--- src/rtl/matmul_sequencer_if.sv ---
// matmul_sequencer_if
// Bundles the start/busy handshake, the matrix descriptor and the shared
// single-port DRAM bus of the matrix-multiply sequencer.
//   master : the sequencer side. It drives o_busy, o_done and the DRAM strobes,
//            address and write data. It receives i_start, the dimensions,
//            the base addresses and the DRAM read data.
//   slave  : the host/DRAM side, with the opposite directions.
// Member names carry _i/_o as seen from the sequencer.
interface matmul_sequencer_if #(
    parameter int ADDR_W = 16,
    parameter int DATA_W = 8,
    parameter int DIM_W  = 5
);
    logic              i_start;
    logic [DIM_W-1:0]  i_m;
    logic [DIM_W-1:0]  i_k;
    logic [DIM_W-1:0]  i_n;
    logic [ADDR_W-1:0] i_a_base;
    logic [ADDR_W-1:0] i_b_base;
    logic [ADDR_W-1:0] i_c_base;
    logic              o_busy;
    logic              o_done;
    logic              o_dram_read;
    logic              o_dram_write;
    logic [ADDR_W-1:0] o_dram_addr;
    logic [DATA_W-1:0] o_dram_wdata;
    logic [DATA_W-1:0] i_dram_rdata;

    modport master (
        input  i_start, i_m, i_k, i_n, i_a_base, i_b_base, i_c_base, i_dram_rdata,
        output o_busy, o_done, o_dram_read, o_dram_write, o_dram_addr, o_dram_wdata
    );

    modport slave (
        output i_start, i_m, i_k, i_n, i_a_base, i_b_base, i_c_base, i_dram_rdata,
        input  o_busy, o_done, o_dram_read, o_dram_write, o_dram_addr, o_dram_wdata
    );
endinterface

--- src/rtl/matmul_sequencer.sv ---
// matmul_sequencer
// Control sequencer for C = A x B, with all matrices stored row-major in DRAM.
// On a rising edge of i_start it walks every element of C. For each term it
// reads A, then reads B, then accumulates the product. It writes each finished
// element back, truncated to DATA_W bits.
// Ports:
//   i_clk : clock, rising edge
//   i_rst : asynchronous active-high reset
//   bus   : matmul_sequencer_if.master (handshake, descriptor, DRAM bus)
// All outputs are registered. Their next values are decoded from the next
// state, so the strobe, address and data of a state appear exactly during
// that state's cycle.
module matmul_sequencer #(
    parameter int ADDR_W = 16,
    parameter int DATA_W = 8,
    parameter int DIM_W  = 5
) (
    input  logic               i_clk,
    input  logic               i_rst,
    matmul_sequencer_if.master bus
);
    localparam int ACC_W = 2 * DATA_W + DIM_W;

    localparam logic [2:0] ST_IDLE = 3'd0;
    localparam logic [2:0] ST_RD_A = 3'd1;
    localparam logic [2:0] ST_RD_B = 3'd2;
    localparam logic [2:0] ST_MAC  = 3'd3;
    localparam logic [2:0] ST_WR   = 3'd4;

    logic [2:0]        state_q, state_d;
    logic              start_q;
    logic              busy_q, busy_d;
    logic              done_q, done_d;
    logic              read_q, read_d;
    logic              write_q, write_d;
    logic [ADDR_W-1:0] addr_q, addr_d;
    logic [DATA_W-1:0] wdata_q, wdata_d;
    logic [DIM_W-1:0]  m_q, m_d, k_q, k_d, n_q, n_d;
    logic [ADDR_W-1:0] a_base_q, a_base_d, b_base_q, b_base_d, c_base_q, c_base_d;
    logic [DIM_W-1:0]  i_q, i_d, j_q, j_d, t_q, t_d;
    logic [ACC_W-1:0]  acc_q, acc_d;
    logic [DATA_W-1:0] opa_q, opa_d;
    logic              start_edge_s;

    // A run only begins on a low-to-high transition of the start level.
    assign start_edge_s = bus.i_start & ~start_q;

    // Next-state, datapath and registered-output decode.
    always_comb begin
        state_d  = state_q;
        busy_d   = busy_q;
        done_d   = 1'b0;
        m_d      = m_q;
        k_d      = k_q;
        n_d      = n_q;
        a_base_d = a_base_q;
        b_base_d = b_base_q;
        c_base_d = c_base_q;
        i_d      = i_q;
        j_d      = j_q;
        t_d      = t_q;
        acc_d    = acc_q;
        opa_d    = opa_q;

        case (state_q)
            ST_IDLE: begin
                if (busy_q) begin
                    // Zero-dimension run: one busy cycle, then finish.
                    busy_d = 1'b0;
                    done_d = 1'b1;
                end else if (start_edge_s) begin
                    m_d      = bus.i_m;
                    k_d      = bus.i_k;
                    n_d      = bus.i_n;
                    a_base_d = bus.i_a_base;
                    b_base_d = bus.i_b_base;
                    c_base_d = bus.i_c_base;
                    i_d      = '0;
                    j_d      = '0;
                    t_d      = '0;
                    acc_d    = '0;
                    busy_d   = 1'b1;
                    if ((bus.i_m == '0) || (bus.i_k == '0) || (bus.i_n == '0)) begin
                        state_d = ST_IDLE;
                    end else begin
                        state_d = ST_RD_A;
                    end
                end else begin
                    state_d = ST_IDLE;
                end
            end
            ST_RD_A: begin
                state_d = ST_RD_B;
            end
            ST_RD_B: begin
                // The A element requested in RD_A is on the read bus now.
                opa_d   = bus.i_dram_rdata;
                state_d = ST_MAC;
            end
            ST_MAC: begin
                acc_d = acc_q + (ACC_W'(opa_q) * ACC_W'(bus.i_dram_rdata));
                if (t_q == (k_q - DIM_W'(1))) begin
                    state_d = ST_WR;
                end else begin
                    t_d     = t_q + DIM_W'(1);
                    state_d = ST_RD_A;
                end
            end
            ST_WR: begin
                acc_d = '0;
                t_d   = '0;
                if (j_q == (n_q - DIM_W'(1))) begin
                    j_d = '0;
                    if (i_q == (m_q - DIM_W'(1))) begin
                        i_d     = '0;
                        busy_d  = 1'b0;
                        done_d  = 1'b1;
                        state_d = ST_IDLE;
                    end else begin
                        i_d     = i_q + DIM_W'(1);
                        state_d = ST_RD_A;
                    end
                end else begin
                    j_d     = j_q + DIM_W'(1);
                    state_d = ST_RD_A;
                end
            end
            default: begin
                state_d = ST_IDLE;
                busy_d  = 1'b0;
            end
        endcase

        read_d  = (state_d == ST_RD_A) || (state_d == ST_RD_B);
        write_d = (state_d == ST_WR);
        addr_d  = '0;
        wdata_d = '0;
        // Address arithmetic is modulo 2^ADDR_W by construction.
        case (state_d)
            ST_RD_A: addr_d = a_base_d + (ADDR_W'(i_d) * ADDR_W'(k_d)) + ADDR_W'(t_d);
            ST_RD_B: addr_d = b_base_d + (ADDR_W'(t_d) * ADDR_W'(n_d)) + ADDR_W'(j_d);
            ST_WR: begin
                addr_d  = c_base_d + (ADDR_W'(i_d) * ADDR_W'(n_d)) + ADDR_W'(j_d);
                wdata_d = acc_d[DATA_W-1:0];
            end
            default: begin
                addr_d  = '0;
                wdata_d = '0;
            end
        endcase
    end

    // State, datapath and output registers.
    always_ff @(posedge i_clk or posedge i_rst) begin
        if (i_rst) begin
            state_q  <= ST_IDLE;
            start_q  <= 1'b1;
            busy_q   <= 1'b0;
            done_q   <= 1'b0;
            read_q   <= 1'b0;
            write_q  <= 1'b0;
            addr_q   <= '0;
            wdata_q  <= '0;
            m_q      <= '0;
            k_q      <= '0;
            n_q      <= '0;
            a_base_q <= '0;
            b_base_q <= '0;
            c_base_q <= '0;
            i_q      <= '0;
            j_q      <= '0;
            t_q      <= '0;
            acc_q    <= '0;
            opa_q    <= '0;
        end else begin
            state_q  <= state_d;
            start_q  <= bus.i_start;
            busy_q   <= busy_d;
            done_q   <= done_d;
            read_q   <= read_d;
            write_q  <= write_d;
            addr_q   <= addr_d;
            wdata_q  <= wdata_d;
            m_q      <= m_d;
            k_q      <= k_d;
            n_q      <= n_d;
            a_base_q <= a_base_d;
            b_base_q <= b_base_d;
            c_base_q <= c_base_d;
            i_q      <= i_d;
            j_q      <= j_d;
            t_q      <= t_d;
            acc_q    <= acc_d;
            opa_q    <= opa_d;
        end
    end

    assign bus.o_busy       = busy_q;
    assign bus.o_done       = done_q;
    assign bus.o_dram_read  = read_q;
    assign bus.o_dram_write = write_q;
    assign bus.o_dram_addr  = addr_q;
    assign bus.o_dram_wdata = wdata_q;
endmodule
--- src/flat_wrapper.sv ---
// flat-port wrapper written by rule: the top's interface ports become plain ports
module matmul_sequencer_flat 
#(
    parameter int ADDR_W = 16,
    parameter int DATA_W = 8,
    parameter int DIM_W  = 5
)
  (i_clk, i_rst, bus_i_start, bus_i_m, bus_i_k, bus_i_n, bus_i_a_base, bus_i_b_base, bus_i_c_base, bus_i_dram_rdata, bus_o_busy, bus_o_done, bus_o_dram_read, bus_o_dram_write, bus_o_dram_addr, bus_o_dram_wdata);
  matmul_sequencer_if #(.ADDR_W(ADDR_W), .DATA_W(DATA_W), .DIM_W(DIM_W)) bus_i ();
  input  logic i_clk;
  input  logic i_rst;
  input wire logic [$bits(bus_i.i_start)-1:0] bus_i_start;
  input wire logic [$bits(bus_i.i_m)-1:0] bus_i_m;
  input wire logic [$bits(bus_i.i_k)-1:0] bus_i_k;
  input wire logic [$bits(bus_i.i_n)-1:0] bus_i_n;
  input wire logic [$bits(bus_i.i_a_base)-1:0] bus_i_a_base;
  input wire logic [$bits(bus_i.i_b_base)-1:0] bus_i_b_base;
  input wire logic [$bits(bus_i.i_c_base)-1:0] bus_i_c_base;
  input wire logic [$bits(bus_i.i_dram_rdata)-1:0] bus_i_dram_rdata;
  output wire logic [$bits(bus_i.o_busy)-1:0] bus_o_busy;
  output wire logic [$bits(bus_i.o_done)-1:0] bus_o_done;
  output wire logic [$bits(bus_i.o_dram_read)-1:0] bus_o_dram_read;
  output wire logic [$bits(bus_i.o_dram_write)-1:0] bus_o_dram_write;
  output wire logic [$bits(bus_i.o_dram_addr)-1:0] bus_o_dram_addr;
  output wire logic [$bits(bus_i.o_dram_wdata)-1:0] bus_o_dram_wdata;
  assign bus_i.i_start = bus_i_start;
  assign bus_i.i_m = bus_i_m;
  assign bus_i.i_k = bus_i_k;
  assign bus_i.i_n = bus_i_n;
  assign bus_i.i_a_base = bus_i_a_base;
  assign bus_i.i_b_base = bus_i_b_base;
  assign bus_i.i_c_base = bus_i_c_base;
  assign bus_i.i_dram_rdata = bus_i_dram_rdata;
  assign bus_o_busy = bus_i.o_busy;
  assign bus_o_done = bus_i.o_done;
  assign bus_o_dram_read = bus_i.o_dram_read;
  assign bus_o_dram_write = bus_i.o_dram_write;
  assign bus_o_dram_addr = bus_i.o_dram_addr;
  assign bus_o_dram_wdata = bus_i.o_dram_wdata;
  matmul_sequencer #(.ADDR_W(ADDR_W), .DATA_W(DATA_W), .DIM_W(DIM_W)) u_core (.i_clk(i_clk), .i_rst(i_rst), .bus(bus_i));
endmodule
--- config.mk ---
export PLATFORM = sky130hd
export DESIGN_NAME = matmul_sequencer_flat
export DESIGN_NICKNAME = d
export VERILOG_FILES = /design/src/rtl/matmul_sequencer_if.sv /design/src/rtl/matmul_sequencer.sv /design/src/flat_wrapper.sv
export SDC_FILE = /design/constraint.sdc
export NUM_CORES = 1
export LEC_CHECK = 0
export BUFFER_PORTS_ARGS = -buffer_cell sky130_fd_sc_hd__buf_2
export CORE_ASPECT_RATIO = 1.25
export CORE_UTILIZATION = 55
export DETAILED_ROUTE_END_ITERATION = 10
export GPL_TIMING_DRIVEN = 1
export PLACE_DENSITY_LB_ADDON = 0.3
export REMOVE_ABC_BUFFERS = 1
export SKIP_CTS_REPAIR_TIMING = 1
export SYNTH_ARGS = -nofsm -noshare
export SYNTH_HDL_FRONTEND = slang
export SYNTH_SLANG_ARGS = --single-unit
export TNS_END_PERCENT = 5
--- constraint.sdc ---
create_clock -name i_clk -period 5.6 [get_ports i_clk]
set_clock_uncertainty 0.15 [all_clocks]
set_input_delay 0.56 -clock i_clk [delete_from_list [all_inputs] [get_ports i_clk]]
set_output_delay 0.56 -clock i_clk [all_outputs]
set_load 0.03 [all_outputs]
==> flow_summary.json <==
{
  "status": "complete, but fails checks",
  "violations": "negative setup slack",
  "drv_cap": 0,
  "die_h_um": 160,
  "antenna_found_initial": 0,
  "first_pass_iters": 5,
  "overflow": 0,
  "synth_area_um2": 11000,
  "slew_headroom_pct": 31.1,
  "final_cell_mix": "buf_4 (193), nand2_1 (179), inv_1 (165)",
  "row_count": 57,
  "grt_max_degree": 83,
  "h-tree-depth": 4,
  "grt_use_total_pct": 31.1,
  "async_flop_share_pct": 100,
  "syn_avg_cell_area_um2": 9.16,
  "reg2reg_depth": 26,
  "period_needed_ns": 6.05,
  "wl_per_cell_um": 18.0,
  "p_comb_share_pct": 73.2,
  "ir_worst_vdd_mv": 0.470,
  "start_util_pct": 56.4,
  "leakagePower_nw": 7.37,
  "die_w_um": 129,
  "placed_area_um2": 13100,
  "grt_pass1_vias": 10100,
  "switching_share_pct": 46.8,
  "yosys.cell_types.count": 79,
  "clock_path_buffers": 2,
  "regToRegSetupSlack_ns": -0.45,
  "ios": 102,
  "cts_buffers": 17,
  "synth-edff-count": 0,
  "stdcell_area_um2": 14300,
  "clk_pin_slew_ns": 0.06,
  "crit_arrival_ns": 6.22,
  "num_antenna_cells": 0,
  "tightest_slew_ns": 1.03,
  "vias": 9855,
  "gp_congestion": 0.958,
  "tritoncts": "done",
  "yosys.area_share.simple_pct": 15.2,
  "path_max_fanout": 6,
  "clk_latency_ns": 0.43,
  "netSwitchingPower_mw": 4.76,
  "dpl.hpwl_mm": 23.9,
  "finalWirelength_mm": 31.8,
  "p_clk_share_pct": 11.7,
  "syn2layout_area_growth_pct": 29.3,
  "cts_num_sinks": 126,
  "setup_viol": 11,
  "drv_slew": 0,
  "synth_seq_cells": 126,
  "drive_gt1_share_pct": 29.1,
  "die-area_um2": 20600,
  "synthAdderAreaFrac_pct": 27.0,
  "min_to": "u_core.start_q",
  "period_share_pct": 108,
  "ant_nets": 0,
  "yosys_warnings": 0,
  "power.internal_mw": 5.42,
  "endpoint_kind": "flip-flop",
  "grt_first_pass_wirelength_mm": 49.0,
  "p_seq_share_pct": 15.1,
  "drt_iter0_markers": 565,
  "synth_top_family_by_area": "adder cells",
  "max_clock_freq_mhz": 165,
  "r2r_end": "u_core.bus.o_dram_addr[10]",
  "tns_ns": -3.93,
  "portBuffers": 101,
  "finalWorstSetupSlack_ns": -0.449,
  "hold_viol": 0,
  "power.total_mw": 10.2,
  "startpoint_type": "flip-flop",
  "synth.area.mux_share_pct": 3.70,
  "synth-xor-area-share_pct": 4.61,
  "clock-root-buffer": "clkbuf_16",
  "drcViolationCount": 0,
  "final_common_cell": "buf_4",
  "nets": 1751,
  "worst_r2r_startpoint": "u_core.n_q[1]",
  "via_per_inst": 5.59,
  "rsz0062_at_grt": "true",
  "ys.flop_type": "dfrtp_1",
  "core-area_um2": 19500,
  "holdCritPathClass": "primary input to flip-flop",
  "yosysSeqAreaShare_pct": 28.6,
  "synth_compound_area_share_pct": 13.5,
  "worstPathRequired_ns": 5.77,
  "synthCells": 1204,
  "power.density_nw_per_um2": 714,
  "min_path_cells": 1,
  "hp-start": "bus_i_start",
  "path_class": "flip-flop to flip-flop"
}
## worst max-delay path: stages, from the launching register on
cell and delay, ns:
dfrtp_1 0.39, inv_2 0.09, ha_4 0.17, nand3_1 0.12
a22oi_2 0.28, o2111ai_4 0.20, buf_6 0.19, buf_4 0.14
nand2_1 0.08, o21ai_0 0.17, buf_4 0.19, fa_1 0.53
inv_1 0.05, fa_1 0.48, inv_1 0.06, fa_1 0.55
inv_1 0.06, fa_1 0.50, inv_1 0.06, ha_4 0.28
o21ai_2 0.07, nor3_2 0.24, buf_4 0.16, o31ai_2 0.06
xor2_1 0.27, o22ai_1 0.15, a31o_2 0.25
## area by class of cell
| class | instances | area (um2) |
|---|---|---|
| clock buffers | 18 | 439 |
| clock inverters | 14 | 193 |
| fillers | 1419 | 5290 |
| inverters | 176 | 663 |
| multi-input cells | 867 | 7460 |
| flip-flops and latches | 126 | 3160 |
| well taps | 265 | 332 |
| repair buffers | 298 | 2010 |
## synthesized netlist by cell type, drive strengths merged (3+ instances only)
cell,n,share of area (%)
or3b,3,0.24
o22ai,3,0.17
mux2,12,1.2
or4,3,0.20
o21a,10,0.68
and2,16,0.91
inv,175,6.0
o31ai,6,0.41
a22oi,8,0.54
and3,5,0.28
nand2,181,6.2
o31a,3,0.24
dfrtp,125,28
nor2,66,2.3
a31oi,6,0.34
nor3,32,1.5
nand3,22,1.0
nor2b,5,0.28
xor2,16,1.3
xnor2,42,3.3
a31o,3,0.24
a21o,12,0.82
buf,14,0.70
fa,78,14
o221ai,6,0.53
or2,6,0.34
mux2i,26,2.5
a211o,5,0.40
or3,5,0.28
a211oi,14,0.95
o21ai,42,1.9
a2111oi,3,0.41
clkbuf,21,0.71
nor3b,5,0.34
o211ai,11,0.89
nand2b,6,0.34
nand3b,5,0.37
a21oi,58,2.7
ha,113,13
o21bai,5,0.34
## metrics by stage
step           worst slack, ns  hold WS (ns)  cells  util (%)
2_1_floorplan            -1.62         0.294   1169         -
3_3_place_gp            -0.582         0.311   1715      66.9
3_5_place_dp            -0.648         0.318   1715      66.9
4_1_cts                 -0.744        0.0777   1747      70.1
5_1_grt                 -0.679        0.0856   1764      72.9
6_report                -0.449        0.0924   1764      72.9
## sequential cells by signal, summed over array words and instances (netlist names)
name,count
u_core.a_base_q,16
u_core.acc_q,8
u_core.b_base_q,16
u_core.bus.o_busy,1
u_core.bus.o_done,1
u_core.bus.o_dram_addr,16
u_core.bus.o_dram_read,1
u_core.bus.o_dram_wdata,8
u_core.bus.o_dram_write,1
u_core.c_base_q,16
u_core.i_q,5
u_core.j_q,5
u_core.k_q,5
u_core.m_q,5
u_core.n_q,5
u_core.opa_q,8
u_core.start_q,1
u_core.state_q,3
u_core.t_q,5
## routing by layer
layer,share of wire [%],track usage (%),up-vias
met3,5.2,5.20,131
li1,-,-,4579
met1,37,35.8,4793
met4,5.7,18.4,0
met5,0,0,-
met2,52,54.0,352
## logic make-up (layout without fill, tap and decap cells)
| logic type | Yosys count | after routing |
|---|---|---|
| AOI/OAI and AO/OA | 213 | 213 |
| xor gates and xnor gates | 58 | 58 |
| adders and majority gates | 191 | 191 |
| buffers and inverters | 211 | 506 |
| DFF | 126 | 126 |
| muxes | 38 | 38 |
| and+or+nand+nor | 367 | 367 |
## power by group through the flow
stage	Combinational, mW	Clock, mW	Sequential [mW]
after detailed placement	6.69	0	1.53
after CTS	6.78	1.20	1.52
final	7.45	1.19	1.54
after floorplan	4.21	0	1.57
after global routing	8.21	1.24	1.57
after global placement	6.53	0	1.52
## how the worst max path moves through the flow
stage / startpoint / end / cells after the start / slack, ns
final: u_core.n_q[1] / u_core.bus.o_dram_addr[10] / 26 / -0.45
after global routing: u_core.n_q[1] / u_core.bus.o_dram_addr[10] / 25 / -0.68
after CTS: u_core.n_q[0] / u_core.bus.o_dram_addr[14] / 24 / -0.74
after detailed placement: u_core.n_q[0] / u_core.bus.o_dram_addr[14] / 24 / -0.65
after global placement: bus_i_start / u_core.bus.o_dram_addr[15] / 21 / -0.58
after floorplan: u_core.bus.o_busy / u_core.bus.o_dram_addr[12] / 19 / -1.62
Note: power is estimated with default switching activity, not from simulation.
